**config.mk**
```make
export PLATFORM = sky130hd
export DESIGN_NAME = cache_lru_victim_sel
export DESIGN_NICKNAME = d
export VERILOG_FILES = /design/src/rtl/cache_lru_victim_sel.sv
export SDC_FILE = /design/constraint.sdc
export NUM_CORES = 1
export LEC_CHECK = 0
export BUFFER_PORTS_ARGS = -buffer_cell sky130_fd_sc_hd__buf_2
export CORE_MARGIN = 1.5
export CORE_UTILIZATION = 60
export DETAILED_ROUTE_END_ITERATION = 8
export PLACE_DENSITY = 0.88
export SLEW_MARGIN = 15
export SYNTH_ARGS = -nofsm -noshare
export SYNTH_HDL_FRONTEND = slang
export SYNTH_SLANG_ARGS = --single-unit
```
**constraint.sdc**
```tcl
create_clock -name clk -period 6.14 [get_ports clk]
set_input_delay 0 -clock clk [delete_from_list [all_inputs] [get_ports clk]]
set_output_delay 0 -clock clk [all_outputs]
set_load 0.01 [all_outputs]
```
**src/rtl/cache_lru_victim_sel.sv**
```systemverilog
`default_nettype none
// ============================================================================
//  Module      : cache_lru_victim_sel
//  Description : True-LRU replacement tracker for a set-associative cache.
//                Keeps one recency order per set (slot 0 = MRU, slot
//                WAYS-1 = LRU), updates it on hits/refills and supplies a
//                one-hot victim way, preferring invalid ways. All sets are
//                swept to the identity order after reset.
//                Optional feature macro: LRU_LOCK_EN (adds lock_mask input;
//                locked ways are never chosen as victim).
//  Revision    : 1.0 - initial release
// ============================================================================
module cache_lru_victim_sel #(
   parameter int WAYS     = 4,
   parameter int SETS     = 64,
   parameter int ADDR_W   = 32,
   parameter int INDEX_LO = 6
) (
   input  logic              clk,
   input  logic              rst,
   input  logic [ADDR_W-1:0] addr,
   input  logic              touch_en,
   input  logic [WAYS-1:0]   touch_way,
   input  logic [WAYS-1:0]   valid_mask,
`ifdef LRU_LOCK_EN
   input  logic [WAYS-1:0]   lock_mask,
`endif
   output logic [WAYS-1:0]   victim_way,
   output logic              init_busy
);

   localparam int WB = (WAYS > 1) ? $clog2(WAYS) : 1;
   localparam int IB = (SETS > 1) ? $clog2(SETS) : 1;

   typedef logic [WAYS-1:0][WB-1:0] order_t;

   typedef enum logic [0:0] {
      ST_INIT  = 1'b0,
      ST_READY = 1'b1
   } state_t;

   state_t          r_state;
   state_t          w_next;
   logic [IB-1:0]   r_cnt;
   order_t          r_mem [SETS];

   logic [IB-1:0]   w_idx;
   order_t          w_order;
   order_t          w_ident;
   order_t          w_new;
   logic [WB-1:0]   w_tenc;
   logic [WB-1:0]   w_tpos;
   logic            w_tfound;
   logic            w_onehot;
   logic            w_touch_ok;
   logic [WAYS-1:0] w_victim;
   logic            w_unused_addr;

   // Only the index field of addr selects a set; other bits are don't-care.
   assign w_unused_addr = ^addr;
   assign w_idx         = addr[INDEX_LO+IB-1:INDEX_LO];
   assign w_order       = r_mem[w_idx];
   assign w_onehot      = (touch_way != '0) && ((touch_way & (touch_way - 1'b1)) == '0);
   assign w_touch_ok    = (r_state == ST_READY) && !rst && touch_en && w_onehot && w_tfound;

   // Identity order: slot k holds way WAYS-1-k, so way 0 starts as LRU.
   always_comb begin
      w_ident = '0;
      for (int k = 0; k < WAYS; k++) begin
         w_ident[k] = WB'(WAYS - 1 - k);
      end
   end

   // Encode the touched way and locate it in the current order, then build the
   // promoted order: touched way to slot 0, slots above it shift toward LRU.
   always_comb begin
      w_tenc   = '0;
      w_tpos   = '0;
      w_tfound = 1'b0;
      w_new    = w_order;
      for (int i = 0; i < WAYS; i++) begin
         if (touch_way[i]) begin
            w_tenc = WB'(i);
         end
      end
      for (int k = 0; k < WAYS; k++) begin
         if (!w_tfound && (w_order[k] == w_tenc)) begin
            w_tpos   = WB'(k);
            w_tfound = 1'b1;
         end
      end
      for (int k = 1; k < WAYS; k++) begin
         if (WB'(k) <= w_tpos) begin
            w_new[k] = w_order[k-1];
         end
      end
      w_new[0] = w_tenc;
   end

   // Victim selection from the pre-update order of the addressed set.
   always_comb begin
      logic f;
      w_victim = '0;
      f        = 1'b0;
`ifdef LRU_LOCK_EN
      for (int i = 0; i < WAYS; i++) begin
         if (!f && !valid_mask[i] && !lock_mask[i]) begin
            w_victim[i] = 1'b1;
            f           = 1'b1;
         end
      end
      for (int k = WAYS - 1; k >= 0; k--) begin
         if (!f && !lock_mask[w_order[k]]) begin
            w_victim[w_order[k]] = 1'b1;
            f                    = 1'b1;
         end
      end
`else
      for (int i = 0; i < WAYS; i++) begin
         if (!f && !valid_mask[i]) begin
            w_victim[i] = 1'b1;
            f           = 1'b1;
         end
      end
      if (!f) begin
         w_victim[w_order[WAYS-1]] = 1'b1;
      end
`endif
   end

   // State register and sweep counter; rst always restarts the sweep at set 0.
   always_ff @(posedge clk) begin
      if (rst) begin
         r_state <= ST_INIT;
         r_cnt   <= '0;
      end else begin
         r_state <= w_next;
         if (r_state == ST_INIT) begin
            r_cnt <= r_cnt + 1'b1;
         end
      end
   end

   // Next-state and status outputs.
   always_comb begin
      w_next     = r_state;
      init_busy  = 1'b0;
      victim_way = '0;
      case (r_state)
         ST_INIT: begin
            init_busy = 1'b1;
            if (r_cnt == IB'(SETS - 1)) begin
               w_next = ST_READY;
            end
         end
         ST_READY: begin
            victim_way = w_victim;
         end
         default: begin
            w_next = ST_INIT;
         end
      endcase
   end

   // Order storage: sweep writes identity, otherwise apply a valid touch.
   always_ff @(posedge clk) begin
      if (r_state == ST_INIT) begin
         r_mem[r_cnt] <= w_ident;
      end else if (w_touch_ok) begin
         r_mem[w_idx] <= w_new;
      end
   end

endmodule
`default_nettype wire
```
Word level (Yosys, flattened, before mapping)
Memory sizes are Yosys's and may differ from the RTL's.
Cells that the tools add are included.
{"block": "op_classes", "muxes": 33, "reduce_logical": 24, "magnitude_cmp": 5, "n_addsub": 2, "bitwise_logic": 2, "eq_ne": 5}
{"cell": "1-bit two-way mux", "n": 21}
{"cell": "2-bit two-way mux", "n": 7}
{"cell": "1-bit logical AND", "n": 12}
{"cell": "1-bit logical NOT", "n": 9}
{"cell": "2-bit == test", "n": 4}
{"cell": "4-bit two-way mux", "n": 2}
{"cell": "8-bit two-way mux", "n": 1}
{"cell": "8-bit OR reduction", "n": 1}
{"cell": "6-bit by 1-bit adder with 6-bit output (second input constant)", "n": 1}
{"cell": "6-bit == test (second input constant)", "n": 1}
{"cell": "6-bit two-way mux", "n": 1}
{"cell": "4-bit AND", "n": 1}
{"cell": "2-bit less-or-equal comparator (first input constant)", "n": 2}
{"cell": "4-bit logical NOT", "n": 1}
{"cell": "4-bit OR", "n": 1}
{"cell": "4-bit nonzero test", "n": 1}
{"cell": "4-bit by 1-bit subtractor with 4-bit output (second input constant)", "n": 1}
{"cell": "2-bit by 3-bit < comparator with 1-bit output (second input constant)", "n": 1}
{"cell": "1-bit demux with 2-bit select", "n": 1}
{"cell": "2-bit by 1-bit >= comparator with 1-bit output (second input constant)", "n": 1}
{"cell": "1-bit by 2-bit less-or-equal comparator with 1-bit output (first input constant)", "n": 1}
{"block": "totals", "regBits": 7, "n_memories": 1, "inputBits": 43, "wordCells": 74, "ramBits": 512}
{"name": "r_mem", "words": 64, "word_bits": 8, "read_ports": 1, "rd_clocked_by_memory_dff": 0, "write_ports": 1, "line_no": "45", "text": "order_t r_mem [SETS];"}

Logic depth before layout (Yosys ltp)
Gate-level depths: netlist of the first run.
{"block": "logic_depth", "depth_word": 20, "depth_mapped": 16}

Least setup slack after synthesis of the first run
OpenSTA, ideal clock, no wires.
{"block": "synth_timing", "kind": "input -> register", "startpoint": "input addr[7]", "endpoint": "memory r_mem[0][5] (netlist name) (data pin)", "t_required_ps": 5591, "arrival_time_ps": 4225, "setup_slack_ps": 1366, "setup_time_ps": 549, "stages": 14, "n_path_buf": 4, "cell_sequence": "buf_2 > buf_2 > buf_2 > buf_2 > mux4_2 > mux2i_1 > o21ai_0 > o21ai_0 > o31ai_2 > xnor2_1 > o211ai_2 > o21ba_2 > or2_2 > a21oi_1"}
{"block": "synth_via", "elab_chain_cells": 18, "elab_cells_between_ends": 26, "classes_between": "order compare: 1; eq/ne: 4; mux: 12; reduce/logical: 8; memory: 1"}
{"item": "start, declared", "line_no": "21", "text": "input logic [ADDR_W-1:0] addr,"}
{"item": "memory read 64 x 8 bit (*)"}
{"item": "2-bit == test", "line_no": "87", "text": "if (!w_tfound && (w_order[k] == w_tenc)) begin"}
{"item": "1-bit two-way mux", "line_no": "87"}
{"item": "1-bit logical NOT", "line_no": "87"}
{"item": "1-bit logical AND", "line_no": "87"}
{"item": "1-bit two-way mux", "line_no": "87"}
{"item": "1-bit logical NOT", "line_no": "87"}
{"item": "1-bit logical AND", "line_no": "87"}
{"item": "[2 not listed]"}
{"item": "1-bit logical AND", "line_no": "87"}
{"item": "1-bit two-way mux", "line_no": "87"}
{"item": "1-bit logical AND", "line_no": "64", "text": "assign w_touch_ok = (r_state == ST_READY) && !rst && touch_en && w_onehot && w_tfound;"}
{"item": "1-bit two-way mux", "line_no": "169", "text": "end else if (w_touch_ok) begin"}
{"item": "1-bit two-way mux", "line_no": "167", "text": "if (r_state == ST_INIT) begin"}
{"item": "1-bit two-way mux (implied by the code)", "line_no": "170", "text": "r_mem[w_idx] <= w_new;"}
{"item": "8-bit OR reduction (no line)"}
{"item": "8-bit two-way mux (no line) (*)"}
{"item": "end, declared", "line_no": "45"}
Every way passes the cells marked *; elsewhere a longest branch is shown, timed or not.

Worst setup path in the final report of the first run
{"block": "layout_timing", "startpoint": "memory r_mem[58][7] (netlist name)", "endpoint": "memory r_mem[36][1] (netlist name) (enable)"}
{"block": "layout_via", "elab_chain_cells": 10, "elab_cells_between_ends": 11, "classes_between": "eq/ne: 1; mux: 6; reduce/logical: 3; memory: 1"}
{"item": "memory read 64 x 8 bit (*)"}
{"item": "2-bit == test (*)", "line_no": "87"}
{"item": "1-bit logical AND (*)", "line_no": "87"}
{"item": "1-bit two-way mux (*)", "line_no": "87"}
{"item": "1-bit logical AND (*)", "line_no": "64"}
{"item": "1-bit two-way mux (*)", "line_no": "169"}
{"item": "1-bit two-way mux (*)", "line_no": "167"}
{"item": "1-bit two-way mux (implied by the code) (*)", "line_no": "170"}
{"item": "8-bit OR reduction (no line)"}
{"item": "6-bit two-way mux (no line) / 1-bit two-way mux (equally long branches)"}
Marks and branches as above.

==> results of run 1 <==
-- how the worst min path moves through the flow --
stage / endpoint / cells after the start / slack (ns) / from
finish: r_cnt[5] / 3 / 0.29 / rst
global route: victim_way[2] / 3 / 0.32 / valid_mask[2]
CTS: r_cnt[5] / 3 / 0.27 / rst
detailed placement: r_cnt[5] / 2 / 0.30 / rst
global placement: victim_way[2] / 3 / 0.28 / valid_mask[2]
floorplan: victim_way[2] / 1 / 0.08 / valid_mask[2]
-- flip-flops by register name (all words and copies together) (netlist names) --
register and count:
r_cnt 6, r_state 1, r_mem 512
-- kinds of logic after synthesis --
| group | synth area share [%] |
|---|---|
| adder cells (fa/ha/maj) | 0.05954 |
| buffers and inverters | 1.888 |
| multiplexers | 15.30 |
| AO/OA/AOI/OAI | 3.406 |
| AND/OR/NAND/NOR | 4.966 |
| XOR/XNOR | 0.5419 |
| flip-flops | 73.84 |
-- metrics by stage --
stage / setup WS [ns] / hold WS [ns]
CTS: 1.330 / 0.2661
global route: 1.002 / 0.3164
global placement: 0.9360 / 0.2781
finish: 1.212 / 0.2894
floorplan: 1.366 / 0.07747
detailed placement: 0.8112 / 0.2964
-- area by class of cell --
| cell class | count | area [um^2] | share of cell area, % |
|---|---|---|---|
| Antenna cell | 1 | 2.502 | 0.01083 |
| Clock buffer | 61 | 1301 | 5.630 |
| Clock inverter | 29 | 187.7 | 0.8120 |
| Inverter | 7 | 26.28 | 0.1137 |
| Multi-Input combinational cell | 523 | 5147 | 22.27 |
| Sequential cell | 519 | 15510 | 67.12 |
| Tap cell | 455 | 569.3 | 2.463 |
| Timing Repair Buffer | 47 | 365.4 | 1.581 |
-- tightest hold or removal path, cell delays in order --
cell and delay (ns):
dlygate4sd3_1 0.53, buf_2 0.20, a21oi_1 0.06
-- power by group --
group	total (W)	internal, W	leakage (nW)	switching, W
registers	0.00385	0.00385	4.47	0.00000529
logic	0.000295	0.000104	1.83	0.000191
clock network	0.00282	0.00155	0.731	0.00127
-- synth_stat cells, types with 4 or more instances --
master    count  area [um^2]
edfxtp_1    512        15370
mux4_2      111         2500
nor2_1       94        352.8
nand2_1      65        244.0
mux2i_1      52        520.5
clkbuf_1     21        78.83
a22oi_1      18        135.1
o22ai_1      17        106.4
mux2_2       16        180.2
nand3_1      16        80.08
a21oi_1      15        75.07
buf_2        14        70.07
nor2b_1      13        81.33
buf_6        11        123.9
dfxtp_1       7        140.1
o21ai_0       7        35.03
xor2_1        7        61.31
a31oi_1       6        37.54
and3_1        6        37.54
buf_1         6        22.52
or3_1         6        37.54
xnor2_1       6        52.55
inv_1         5        18.77
nand2b_1      5        31.28
o31a_2        5        50.05
or2_2         5        31.28
a32oi_1       4        35.03
and2_1        4        25.02
buf_4         4        30.03
-- per-layer routing --
| layer | track usage (%) | up-vias |
|---|---|---|
| li1 | - | 4573 |
| met1 | 37.38 | 5695 |
| met2 | 44.89 | 787 |
| met3 | 6.272 | 136 |
| met4 | 8.510 | 4 |
| met5 | 0 | - |
==> impl_metrics.env, run 1 <==
export IMPL_outcome="finished, final reports clean"
export IMPL_crit_top_cell="a31oi_1"
export IMPL_reg2reg_setup_slack_ns=1.21
export IMPL_cap_violations=0
export IMPL_cts_htree_levels=2
export IMPL_cts_repair_resized=0
export IMPL_route_vias_total=11200
export IMPL_holdBufCountCts=1
export IMPL_hpwl_um=28940
export IMPL_cts_buffers_inserted=48
export IMPL_cp_endpoint="r_mem[36][1]"
export IMPL_synth_seq_cells=519
export IMPL_finClkSkew_ns=0.02670
export IMPL_cp_cell_sequence="mux4_2 > mux2i_1 > a221o_1 > a31oi_1 > a31oi_1 > xor2_1 > a21oi_2 > o31ai_4 > buf_4 > mux2_2 > nor2_1"
export IMPL_die_w_um=190.1
export IMPL_rr_startpoint="r_mem[58][7]"
export IMPL_nets=1190
export IMPL_placed_area_um2=21610
export IMPL_clockRootBuffer="clkbuf_16"
export IMPL_setup_viol=0
export IMPL_cts_tree="done"
export IMPL_clk_latency_ns=0.57
export IMPL_ys_async_sr_fraction_pct=0
export IMPL_port_buffers=21
export IMPL_fillCellCount=2095
export IMPL_syn_area_per_cell_um2=18.96
export IMPL_first_iter_violations=1511
export IMPL_grt_pass1_vias=11250
export IMPL_slew_viol_final=0
export IMPL_cp_end_kind="flip-flop"
export IMPL_drt_wl_total_um=48150
export IMPL_dp_cells=1550
export IMPL_tightest_slew_ns=1.047
export IMPL_grt_max_degree=79
export IMPL_critPathKind="flip-flop to flip-flop"
export IMPL_wl_met3_um=5517
export IMPL_yosysSeqAreaShare_pct=73.84
export IMPL_wl_met2_um=23850
export IMPL_rsz0062_at_grt="false"
export IMPL_cp_top_family="compound AO/OA/AOI/OAI gates"
export IMPL_synth_distinct_cells=60
export IMPL_cts_sinks=519
export IMPL_timing_rr_end="r_mem[36][1]"
export IMPL_syn_nets=1152
export IMPL_overflow=0
export IMPL_cp_buffers_inverters=1
export IMPL_critPathMaxStageDelay_ns=0.69
export IMPL_drive_gt1_share_pct=23.02
export IMPL_wl_met1_um=17230
export IMPL_vdd_drop_max_v=0.0003029
export IMPL_final_core_util_pct=66.92
export IMPL_initial_utilization_pct=60.83
export IMPL_via_per_inst=6.818
export IMPL_antenna_left=0
export IMPL_grt_total_usage_pct=27.48
export IMPL_clk_pin_slew_worst_paths_ns=0.06
export IMPL_final_common_cell="edfxtp_1"
export IMPL_post_cts_buffers=0
export IMPL_cts_buffer_depth=3
export IMPL_top_layer="met5"
export IMPL_io_pins=48
export IMPL_grt_first_pass_wirelength_um=72040
export IMPL_firstDrtPassIters=5
export IMPL_core_um2=34540
export IMPL_p_leak_nw=7.032
export IMPL_hold_viol=0
export IMPL_fin_crit_ns=4.928
export IMPL_fin_cells=1642
export IMPL_tns_ns=0
export IMPL_die_area_um2=36150
export IMPL_final_cell_area_um2=23110
export IMPL_fp_row_count=68
export IMPL_total_power_w=0.006969
export IMPL_fmax_ghz=0.2029
export IMPL_rr_worst_depth=11
export IMPL_mostFrequentLayoutCells="edfxtp_1 (512), mux4_2 (111), nor2_1 (91)"
export IMPL_die_y_um=190.1
export IMPL_antenna_found_initial=3
export IMPL_worstSetupStartpoint="r_mem[58][7]"
export IMPL_hold_path_class="input port to flip-flop"
export IMPL_slowest_stage="nor2_1"
export IMPL_period_share_pct=80.25
export IMPL_drc=0
export IMPL_start_kind="flip-flop"
export IMPL_wire_per_inst_um=29.32
export IMPL_place_congestion=0.9529
export IMPL_cp_depth=11
export IMPL_synthToLayoutAreaGrowth_pct=10.01
export IMPL_arrival_ns=5.11
export IMPL_slew_headroom_pct=30.22
export IMPL_syn_cell_area_um2=21010
export IMPL_yosys_warnings=0
export IMPL_synth_edf_count=512
export IMPL_power_density_nw_per_um2=301.5
export IMPL_synth_cells=1108
export IMPL_crit_required_ns=6.32
export IMPL_synthFlopType="edfxtp_1"
export IMPL_crit_fanout=15
Power figures use the tool's default switching activity.
==> run 2: changes to the inputs <==
- ABC_AREA: unset -> 1
- CORE_UTILIZATION: 60 -> 56
- PLACE_DENSITY: 0.88 -> 0.86
- clock period: 6.14 -> 4.3 ns (I/O delays scaled with it)
==> run 2 against run 1 <==
  * Via count rose by 38%
  * Clock-buffer cell count stayed put
  * Sequential share of layout area is 4.3 points lower
  * Sequential cell count unchanged
  * Clock power is 50% higher
  * First-iteration DRC count up 32%
  * Clock skew down 0.0053 ns
  * Die area rose by 12%
  * Setup slack worse by 0.68 ns
  * Hold slack worse by 0.14 ns
  * Largest cell class unchanged
  * Largest power group unchanged
==> impl_metrics.env, run 2 <==
export IMPL_outcome="finished, final reports clean"
export IMPL_drc=0
export IMPL_critPathKind="flip-flop to flip-flop"
export IMPL_synth_distinct_cells=35
export IMPL_clockRootBuffer="clkbuf_16"
export IMPL_rsz0062_at_grt="false"
export IMPL_slew_headroom_pct=41.94
export IMPL_cts_buffers_inserted=51
export IMPL_nets=2071
export IMPL_start_kind="flip-flop"
export IMPL_power_density_nw_per_um2=416.7
export IMPL_timing_rr_end="r_mem[61][2]"
export IMPL_die_area_um2=40470
export IMPL_initial_utilization_pct=56.77
export IMPL_hold_end="r_mem[6][1]"
export IMPL_clk_latency_ns=0.56
export IMPL_finClkSkew_ns=0.02137
export IMPL_hpwl_um=30820
export IMPL_cts_buffer_depth=3
export IMPL_clk_pin_slew_worst_paths_ns=0.07
export IMPL_synth_seq_cells=519
export IMPL_mostFrequentLayoutCells="nand2_1 (707), edfxtp_1 (512), nand3_1 (450)"
export IMPL_firstDrtPassIters=8
export IMPL_netlist_area_leader_share_pct=69.91
export IMPL_antenna_cells=0
export IMPL_die_w_um=201.2
export IMPL_crit_required_ns=4.68
export IMPL_reg2reg_setup_slack_ns=0.54
export IMPL_yosys_warnings=0
export IMPL_syn_area_per_cell_um2=11.20
export IMPL_grt_pass1_vias=14800
export IMPL_place_congestion=0.9334
export IMPL_holdBufCountCts=1
export IMPL_setup_viol=0
export IMPL_vdd_drop_max_v=0.0002910
export IMPL_synthTopCellsByCount="nand2_1 (709), edfxtp_1 (512), nand3_1 (451)"
export IMPL_syn_nets=2007
export IMPL_wire_per_inst_um=20.17
export IMPL_hold_viol=0
export IMPL_ys_async_sr_fraction_pct=0
export IMPL_tns_ns=0
export IMPL_post_cts_buffers=0
export IMPL_p_leak_nw=9.695
export IMPL_cts_htree_levels=2
export IMPL_synth_cells=1963
export IMPL_post_synth_top_count_cell="nand2_1"
export IMPL_slew_viol_final=0
export IMPL_synthFlopType="edfxtp_1"
export IMPL_cts_tree="done"
export IMPL_regMostFlops="r_mem"
export IMPL_whs_path_depth=4
export IMPL_via_per_inst=5.992
export IMPL_antenna_found_initial=2
export IMPL_fin_crit_ns=3.764
export IMPL_die_y_um=201.2
export IMPL_grt_max_degree=135
export IMPL_placed_area_um2=23120
export IMPL_synth_area_leader_cell="edfxtp_1"
export IMPL_grt_total_usage_pct=25.60
export IMPL_cts_sinks=519
export IMPL_core_um2=38740
export IMPL_hold_path_class="input port to flip-flop"
export IMPL_final_cell_area_um2=24720
export IMPL_route_vias_total=15480
export IMPL_synth_edf_count=512
export IMPL_rr_startpoint="r_mem[7][7]"
export IMPL_min_from="touch_way[2]"
export IMPL_drt_wl_total_um=52100
export IMPL_cts_repair_resized=0
export IMPL_antenna_left=0
export IMPL_fillCellCount=2654
export IMPL_fp_row_count=72
export IMPL_yosys_top_cells_area="edfxtp_1 (70%), nand2_1 (12%), nand3_1 (10%)"
export IMPL_cap_violations=0
export IMPL_period_share_pct=87.53
export IMPL_largest_reg_flops=512
export IMPL_fmax_ghz=0.2657
export IMPL_grt_first_pass_wirelength_um=80290
export IMPL_rr_worst_depth=18
export IMPL_port_buffers=21
export IMPL_top_regs="r_mem (512), r_cnt (6), r_state (1)"
export IMPL_first_iter_violations=1988
export IMPL_synthToLayoutAreaGrowth_pct=12.38
export IMPL_syn_cell_area_um2=21990
export IMPL_arrival_ns=4.14
export IMPL_io_pins=48
export IMPL_cp_end_kind="flip-flop"
export IMPL_final_common_cell="nand2_1"
export IMPL_overflow=0
export IMPL_drive_gt1_share_pct=11.48
export IMPL_tightest_slew_ns=0.8690
export IMPL_crit_fanout=40
export IMPL_yosysSeqAreaShare_pct=70.55
run 2: changes by cell type in the layout (fill, tap and decap cells not counted), sizes merged, moves of 8 or more:
| cell | delta |
|---|---|
| nand3 | +441 |
| mux2i | -53 |
| mux2 | -16 |
| a22oi | -18 |
| mux4 | -111 |
| nand2 | +651 |
| buf | +78 |
| nor2b | -13 |
| o22ai | -17 |
| nor2 | -9 |
| o31a | -8 |
| inv | +16 |
run 2: cells by family after synthesis:
family                     synth area share [%]
AOI/OAI and AO/OA                        0.8420
xor gates and xnor gates                0.03983
adders and majority gates               0.05688
buffers and inverters                     3.470
DFF                                       70.55
and+or+nand+nor                           25.04
run 2: worst max-delay path by stage:
| stage | from | to | slack (ns) | cells after the start |
|---|---|---|---|---|
| after CTS | r_mem[21][7] | r_mem[52][2] | 0.67 | 18 |
| after global placement | addr[7] | r_mem[29][2] | 0.49 | 20 |
| after floorplan | r_state | r_mem[0][2] | 0.01 | 8 |
| after detailed placement | addr[7] | r_mem[16][4] | 0.39 | 19 |
| final | r_mem[7][7] | r_mem[61][2] | 0.54 | 18 |
| after global routing | r_mem[31][1] | r_mem[16][6] | 0.34 | 18 |
run 2: per-layer routing:
layer | part of all wire [%] | global-route usage [%] | vias up
li1 | - | - | 6981
met4 | 4.9 | 13.43 | 4
met5 | 0.056 | 0 | -
met3 | 10 | 4.697 | 176
met1 | 37 | 33.02 | 7324
met2 | 48 | 41.72 | 993
run 2: layout make-up:
cell class | instances | area, um^2 | area share (%)
clock buffer | 61 | 1314 | 5.316
timing repair buffer | 125 | 1097 | 4.440
sequential | 519 | 15510 | 62.78
tap | 518 | 648.1 | 2.622
multi-input combinational | 1304 | 5769 | 23.34
clock inverter | 30 | 267.8 | 1.083
inverter | 26 | 103.9 | 0.4202
run 2: stage by stage:
stage	hold slack, ns	instances	utilization [%]	worst slack, ns	power, W
global placement	0.2909	2491	59.69	0.4926	0.006140
floorplan	0.08153	1963	-	0.009822	0.005992
global route	0.1680	2583	63.80	0.3416	0.01054
detailed placement	0.2974	2491	59.69	0.3925	0.006156
CTS	0.1192	2583	63.80	0.6739	0.01031
finish	0.1478	2583	63.80	0.5362	0.01030
run 2: worst max-delay path: stages, from the launching register on:
cell,delay [ns]
edfxtp_1,0.34
nand2_1,0.07
nand3_1,0.13
nand3_1,0.08
nand2_1,0.10
nand2_1,0.05
nand3_1,0.13
nand3_1,0.20
nand2_1,0.22
nand2_1,0.08
nand2_1,0.06
nand2_1,0.07
nand2_2,0.13
o21ai_4,0.19
buf_4,0.23
inv_1,0.20
o21ai_0,0.24
a21oi_4,0.72
buf_12,0.30
run 2: where the power goes:
part	internal, W	switching [W]
clock network	0.00242	0.00180
registers	0.00549	0.00000701
logic	0.000157	0.000415
